<file path="src/rtl/tt_sweep_pkg.sv">
// Shared types and default constants for the truth-table sweep controller.
package tt_sweep_pkg;

    typedef enum logic [1:0] {
        IDLE   = 2'd0,
        DRIVE  = 2'd1,
        SAMPLE = 2'd2,
        DONE   = 2'd3
    } sweep_state_t;

    localparam int DEFAULT_N_IN        = 3;
    localparam int DEFAULT_HOLD_CYCLES = 10;

    // Counter width able to hold the settle count; never below one bit.
    function automatic int hold_width(input int hold_cycles);
        int w;
        w = $clog2(hold_cycles + 1);
        return (w < 1) ? 1 : w;
    endfunction

endpackage

</file>
<file path="src/rtl/tt_sweep_hold_timer.sv">
// Settle-time down-counter: clear loads LOAD_VALUE, en counts toward zero,
// tc flags the last settle cycle.
module tt_hold_timer #(
    parameter int LOAD_VALUE = 9,
    parameter int WIDTH      = 4
) (
    input  logic clk,
    input  logic rst_n,
    input  logic clear,
    input  logic en,
    output logic tc
);

    logic [WIDTH-1:0] cnt_q;
    logic [WIDTH-1:0] cnt_d;

    always_comb begin
        cnt_d = cnt_q;
        if (clear) begin
            cnt_d = WIDTH'(LOAD_VALUE);
        end else if (en && (cnt_q != '0)) begin
            cnt_d = cnt_q - WIDTH'(1);
        end
    end

    always_ff @(posedge clk or negedge rst_n) begin
        if (!rst_n) begin
            cnt_q <= '0;
        end else begin
            cnt_q <= cnt_d;
        end
    end

    assign tc = (cnt_q == '0);

endmodule

</file>
<file path="src/rtl/tt_sweep_controller.sv">
// Clocked exhaustive sweep of a 3-input combinational block: drives every
// input vector in order, waits a settle time, and packs x/y into truth tables.
module tt_sweep_controller
    import tt_sweep_pkg::*;
#(
    parameter int N_IN        = DEFAULT_N_IN,
    parameter int HOLD_CYCLES = DEFAULT_HOLD_CYCLES,
    localparam int N_VEC      = 2 ** N_IN
) (
    input  logic             clk,
    input  logic             rst_n,
    input  logic             start,
    input  logic             x_in,
    input  logic             y_in,
    output logic             a,
    output logic             b,
    output logic             c,
    output logic [N_IN-1:0]  vec_idx,
    output logic             sample_valid,
    output logic             busy,
    output logic             done,
    output logic [N_VEC-1:0] result_x,
    output logic [N_VEC-1:0] result_y
);

    localparam int HOLD_W = hold_width(HOLD_CYCLES);

    sweep_state_t     state_q, state_d;
    logic [N_IN-1:0]  vec_idx_q, vec_idx_d;
    logic             sample_valid_q, sample_valid_d;
    logic             busy_q, busy_d;
    logic             done_q, done_d;
    logic [N_VEC-1:0] result_x_q, result_x_d;
    logic [N_VEC-1:0] result_y_q, result_y_d;

    logic timer_clear;
    logic timer_en;
    logic timer_tc;
    logic res_clear;
    logic capture;

    // Loaded with HOLD_CYCLES-1 on entry to DRIVE so DRIVE lasts HOLD_CYCLES cycles.
    tt_hold_timer #(
        .LOAD_VALUE (HOLD_CYCLES - 1),
        .WIDTH      (HOLD_W)
    ) u_hold_timer (
        .clk   (clk),
        .rst_n (rst_n),
        .clear (timer_clear),
        .en    (timer_en),
        .tc    (timer_tc)
    );

    always_comb begin
        state_d     = state_q;
        vec_idx_d   = vec_idx_q;
        busy_d      = busy_q;
        done_d      = done_q;
        timer_clear = 1'b0;
        timer_en    = 1'b0;
        res_clear   = 1'b0;
        capture     = 1'b0;

        case (state_q)
            IDLE, DONE: begin
                if (start) begin
                    state_d     = DRIVE;
                    vec_idx_d   = '0;
                    timer_clear = 1'b1;
                    res_clear   = 1'b1;
                    busy_d      = 1'b1;
                    done_d      = 1'b0;
                end
            end
            DRIVE: begin
                timer_en = 1'b1;
                if (timer_tc) begin
                    state_d = SAMPLE;
                end
            end
            SAMPLE: begin
                capture = 1'b1;
                if (vec_idx_q == N_IN'(N_VEC - 1)) begin
                    state_d = DONE;
                    busy_d  = 1'b0;
                    done_d  = 1'b1;
                end else begin
                    state_d     = DRIVE;
                    vec_idx_d   = vec_idx_q + N_IN'(1);
                    timer_clear = 1'b1;
                end
            end
            default: begin
                state_d = IDLE;
            end
        endcase
    end

    // Pulse is registered alongside the state so it is high exactly in SAMPLE.
    assign sample_valid_d = (state_d == SAMPLE);

    for (genvar gi = 0; gi < N_VEC; gi++) begin : g_result
        assign result_x_d[gi] = res_clear ? 1'b0 :
                                (capture && (vec_idx_q == N_IN'(gi))) ? x_in : result_x_q[gi];
        assign result_y_d[gi] = res_clear ? 1'b0 :
                                (capture && (vec_idx_q == N_IN'(gi))) ? y_in : result_y_q[gi];
    end

    always_ff @(posedge clk or negedge rst_n) begin
        if (!rst_n) begin
            state_q        <= IDLE;
            vec_idx_q      <= '0;
            sample_valid_q <= 1'b0;
            busy_q         <= 1'b0;
            done_q         <= 1'b0;
            result_x_q     <= '0;
            result_y_q     <= '0;
        end else begin
            state_q        <= state_d;
            vec_idx_q      <= vec_idx_d;
            sample_valid_q <= sample_valid_d;
            busy_q         <= busy_d;
            done_q         <= done_d;
            result_x_q     <= result_x_d;
            result_y_q     <= result_y_d;
        end
    end

    // a/b/c are wired straight from the index register, so {a,b,c} always equals vec_idx.
    assign a            = vec_idx_q[N_IN-1];
    assign b            = vec_idx_q[N_IN-2];
    assign c            = vec_idx_q[0];
    assign vec_idx      = vec_idx_q;
    assign sample_valid = sample_valid_q;
    assign busy         = busy_q;
    assign done         = done_q;
    assign result_x     = result_x_q;
    assign result_y     = result_y_q;

endmodule
</file>
<file path="config.mk">
export PLATFORM = sky130hd
export DESIGN_NAME = tt_sweep_controller
export DESIGN_NICKNAME = d
export VERILOG_FILES = /design/src/rtl/tt_sweep_pkg.sv /design/src/rtl/tt_sweep_hold_timer.sv /design/src/rtl/tt_sweep_controller.sv
export SDC_FILE = /design/constraint.sdc
export NUM_CORES = 1
export LEC_CHECK = 0
export CAP_MARGIN = 20
export CORE_MARGIN = 2
export CORE_UTILIZATION = 50
export DETAILED_ROUTE_END_ITERATION = 10
export PLACE_DENSITY = 0.89
export SLEW_MARGIN = 20
export SYNTH_ARGS = -nofsm -noshare
export SYNTH_HDL_FRONTEND = slang
export SYNTH_SLANG_ARGS = --single-unit
</file>
<file path="constraint.sdc">
create_clock -name clk -period 1.68 [get_ports clk]
set_input_delay 0.336 -clock clk [delete_from_list [all_inputs] [get_ports clk]]
set_output_delay 0.336 -clock clk [all_outputs]
set_load 0.01 [all_outputs]
</file>
# Yosys cells after proc, flatten, opt, wreduce, memory -nomap -nowiden
# Index checks and enable logic that the tools add are counted.
word_totals:
  elab_cells: 117
  regBits: 28
classes:
  muxes: 53
  n_eq_ne: 14
  add_sub_neg: 2
  reduce_logical: 26
op_table:
  columns: ["cell", "n"]
  rows:
  - ["two-way mux 1 bit", 41]
  - ["nonzero test 2 bit", 10]
  - ["equality test 3 bit (second input constant)", 4]
  - ["logical AND 1 bit", 9]
  - ["two-way mux 4 bit", 2]
  - ["equality test 2 bit (second input constant)", 3]
  - ["equality test 3 x 2 -> 1 bit (second input constant)", 2]
  - ["two-way mux 2 bit", 3]
  - ["two-way mux 3 bit", 2]
  - ["!= test 2 bit (second input constant)", 3]
  - ["case mux 1 bit (2 select lines)", 3]
  - ["case mux 2 bit (3 select lines)", 1]
  - ["case mux 3 bit (2 select lines)", 1]
  - ["AND reduction 3 bit", 2]
  - ["logical NOT 4 bit", 1]
  - ["nonzero test 4 bit", 1]
  - ["subtractor 4 x 1 -> 4 bit (second input constant)", 1]
  - ["adder 3 x 1 -> 3 bit (second input constant)", 1]
  - ["equality test 3 x 1 -> 1 bit (second input constant)", 1]
  - ["logical NOT 3 bit", 1]
  - ["equality test 2 x 1 -> 1 bit (second input constant)", 1]
  - ["logical NOT 2 bit", 1]
  - ["OR reduction 2 bit", 1]

# Longest topological paths before layout
logic_depth:
  ltp_word: 5
  depth_mapped: 7

# By module
# A second synthesis with hierarchy kept.
hier_totals:
  hier_cells: 147
  area_unflattened_um2: 1481.4
by_module_without_submodules:
  columns: ["mod", "area_each_um2", "seq_area_each_um2", "cells_per_inst", "n_inst"]
  rows:
  - ["tt_sweep_controller", 1251.2, 600.6, 124, 1]
  - ["tt_hold_timer", 230.2, 100.1, 23, 1]

# Worst setup path after synthesis
# No wires, ideal clock.
synth_path:
  path_kind: "register -> register"
  startpoint: "register vec_idx_q[1] (netlist: vec_idx[1])"
  endpoint: "register u_hold_timer.cnt_q[1]"
  setup_ns: 0.121
  arrival_ns: 1.407
  setup_slack_ns: 0.152
  path_stages_with_launch: 6
  path_cell_list: "dfrtp_1 > ha_1 > ha_1 > nor2b_1 > nor3_4 > a22o_1"
synth_via:
  elab_chain_len: 4
  word_cells_on_any_way: 5
synth_lines:
  columns: ["item", "line_no", "source"]
  rows:
  - ["start, declared", "tt_sweep_controller.sv:29", "logic [N_IN-1:0] vec_idx_q, vec_idx_d;"]
  - ["start signal, assigned", "tt_sweep_controller.sv:120", "vec_idx_q <= vec_idx_d;"]
  - ["equality test 3 bit (*)", "tt_sweep_controller.sv:83", "if (vec_idx_q == N_IN'(N_VEC - 1)) begin"]
  - ["two-way mux 1 bit (*)", "tt_sweep_controller.sv:83", null]
  - ["case mux 1 bit (2 select lines) (*)", "tt_sweep_controller.sv:64", "case (state_q)"]
  - ["two-way mux 4 bit / nonzero test 2 bit (equally long branches)", null, null]
  - ["end signal, assigned", "tt_sweep_hold_timer.sv:30", "cnt_q <= cnt_d;"]
  - ["end, declared", "tt_sweep_hold_timer.sv:14", "logic [WIDTH-1:0] cnt_q;"]
# Mark *: on every way between the ends. The rest lies on a longest branch, timed or not.
# A chain may end at the register's enable or synchronous reset.

# Worst setup path in the final report
layout_path:
  startpoint: "register done_q (netlist: done)"
  endpoint: "output done"
layout_lines:
  columns: ["item", "line_no", "source"]
  rows:
  - ["start, declared", "tt_sweep_controller.sv:32", "logic done_q, done_d;"]
  - ["start signal, assigned", "tt_sweep_controller.sv:123", "done_q <= done_d;"]
  - ["end, declared", "tt_sweep_controller.sv:21", "output logic done,"]
# No word-level cell between the ends.

==> flow_metrics.tcl <==
set metrics [dict create \
    slew_violations 0 \
    timing.slew.headroom 0.763 \
    place_congestion 0.786 \
    syn-instance-count 141 \
    coreArea_mm2 0.00278 \
    synth_area_mm2 0.00148 \
    regToRegSetupSlack_ns 0.08 \
    crit_buf_inv 1 \
    cts_sinks 28 \
    finalClockSkew_ns 0.00516 \
    clk_latency_ns 0.32 \
    initial_core_util 0.531 \
    wl_per_cell_um 15.3 \
    hold_buffers 0 \
    drive_gt1_frac 0.132 \
    crit_path_max_fanout 3 \
    setup_tns_ns 0 \
    area_growth_pct 25.9 \
    slowest_delay_ns 0.56 \
    rsz0062_at_grt "no" \
    tightestPinTransition_ns 0.355 \
    clk_pin_slew_ns 0.15 \
    p_leak_nw 0.961 \
    drcViolationCount 0 \
    antenna_found_initial 0 \
    clockBufferDepth 2 \
    synth_fp_nets 155 \
    dp.cells 198 \
    io_pins 30 \
    synth_flop_cell "dfrtp_1" \
    rows 19 \
    yosysWarningCount 0 \
    ir_drop_uv 959 \
    cp-end-kind "primary output" \
    stdcell_count 205 \
    grt_max_degree 29 \
    crit_slowest_cell "clkdlybuf4s50_1" \
    fmax_mhz 615 \
    port_buffers 29 \
    hp-class "in -> async" \
    hold_viol_final 0 \
    synth-seq-cells 28 \
    synth_cell_types 29 \
    fin_crit_ns 1.63 \
    arrival_ns 1.29 \
    synthTopCellsByArea "dfrtp_1 47%, mux2i_1 12%, ha_1 7.6%" \
    cellPowerDensity_mw_per_mm2 1240 \
    detailed_place_hpwl_um 2320 \
    die_w_um 58.3 \
    track_usage 0.201 \
    via_count 1160 \
    via_per_inst 5.66 \
    grt_overflow 0 \
    synth_top_cell_by_area "dfrtp_1" \
    cap_violations 0 \
    dieArea_mm2 0.00340 \
    synth_edf_count 0 \
    fin_crit_sh 0.968 \
    synthTopCellsByCount "28 x dfrtp_1, 19 x nor2_1, 17 x mux2i_1" \
    dieHeight_um 58.3 \
    outcome "complete, no violations" \
    wl_um 3150 \
    yosysSeqAreaShare 0.475 \
    htreeDepth 1 \
    cp-start-kind "flop" \
    drt_iter0_markers 36 \
    synth_most_common_cell "dfrtp_1" \
    synth.avg_cell_area_um2 10.5 \
    grt_pass1_wl_um 5290 \
    ant_nets 0 \
    drtPass1Iterations 4 \
    synth-async-reset-ratio 1.00 \
    path_cells "clkdlybuf4s50_1" \
    grt_pass1_vias 1155 \
    worstPathRequired_ns 1.34 \
    crit_family "buffers and inverters" \
    diodes 0 \
    nets 189 \
    setup_viol 0 \
    crit_type "reg -> out" \
    synth_top_area_frac 0.475 \
    cts_tree "done" \
    cts_made_buffers 3 \
    clockRootBuffer "clkbuf_4" \
]
layer usage:
metal / global-route usage / part of all wire
met1: 0.257 / 0.42
met2: 0.343 / 0.52
met3: 0.0176 / 0.040
met4: 0.0963 / 0.020
met5: 0 / 0
layout by cell type, fill, tap and decap left out, types with 2 or more instances in the layout:
master / netlist / routed
a21o_1: 2 / 2
nand2_1: 12 / 11
nand3_1: 7 / 7
dlygate4sd2_1: 0 / 4
nand3b_1: 5 / 5
inv_1: 7 / 7
buf_4: 5 / 10
o21ai_0: 2 / 2
ha_2: 0 / 2
mux2i_1: 17 / 17
clkbuf_4: 0 / 3
nand2b_1: 3 / 3
clkdlybuf4s50_1: 0 / 24
nor2_1: 19 / 19
dfrtp_1: 28 / 28
ha_1: 9 / 7
a22o_1: 2 / 2
a21oi_1: 7 / 7
area by class of cell:
class	instances	area, um^2
inverter	7	26.3
sequential	28	701
multi-input combinational	96	694
fill	201	922
timing repair buffer	39	363
tap	31	38.8
clock buffer	4	36.3
per-stage QoR:
step | area (um^2) | power, mW | utilization | hold slack (ns) | setup slack (ns)
after global routing | 1860 | 2.46 | 0.668 | 0.405 | 0.00657
after detailed placement | 1790 | 1.95 | 0.644 | 0.501 | 0.0446
after CTS | 1830 | 2.29 | 0.659 | 0.375 | 0.0113
after floorplan | 1480 | 1.66 | - | 0.0404 | 0.152
after global placement | 1790 | 1.87 | 0.644 | 0.501 | 0.137
final | 1860 | 2.31 | 0.668 | 0.363 | 0.0539
final timing paths:
path,startpoint,endpoint,cells past startpoint
worst max-delay path,done,done,1
worst min-delay path,rst_n,u_hold_timer.cnt_q[0],2
worst max register to register,vec_idx[0],vec_idx[0],6
worst min register to register,result_y[3],result_y[3],2
max in group asynchronous,rst_n,result_y[5],2
min in group clk,result_y[3],result_y[3],2
logic make-up after synthesis:
family | share of synthesized area
simple gates | 0.197
flops | 0.475
buf+inv | 0.0627
mux | 0.115
compound gates | 0.0678
fa+ha+maj | 0.0763
xor+xnor | 0.00593
timing repair:
action	in CTS	in global routing
setup buffers	1	2
setup endpoints to repair	4	9
resized for setup	5	5
pin swaps	1	1
state kept, by name, summed over array words and instances (netlist names):
| register | cells |
|---|---|
| result_x | 8 |
| result_y | 8 |
| u_hold_timer.cnt_q | 4 |
| vec_idx | 3 |
| state_q | 2 |
| busy | 1 |
| done | 1 |
| sample_valid | 1 |
power by group:
| group | internal, mW | switching (mW) |
|---|---|---|
| Clock | 0.132 | 0.197 |
| Sequential | 0.782 | 0.0974 |
| Combinational | 0.502 | 0.598 |
No activity file was read; power rests on OpenSTA's default activity.
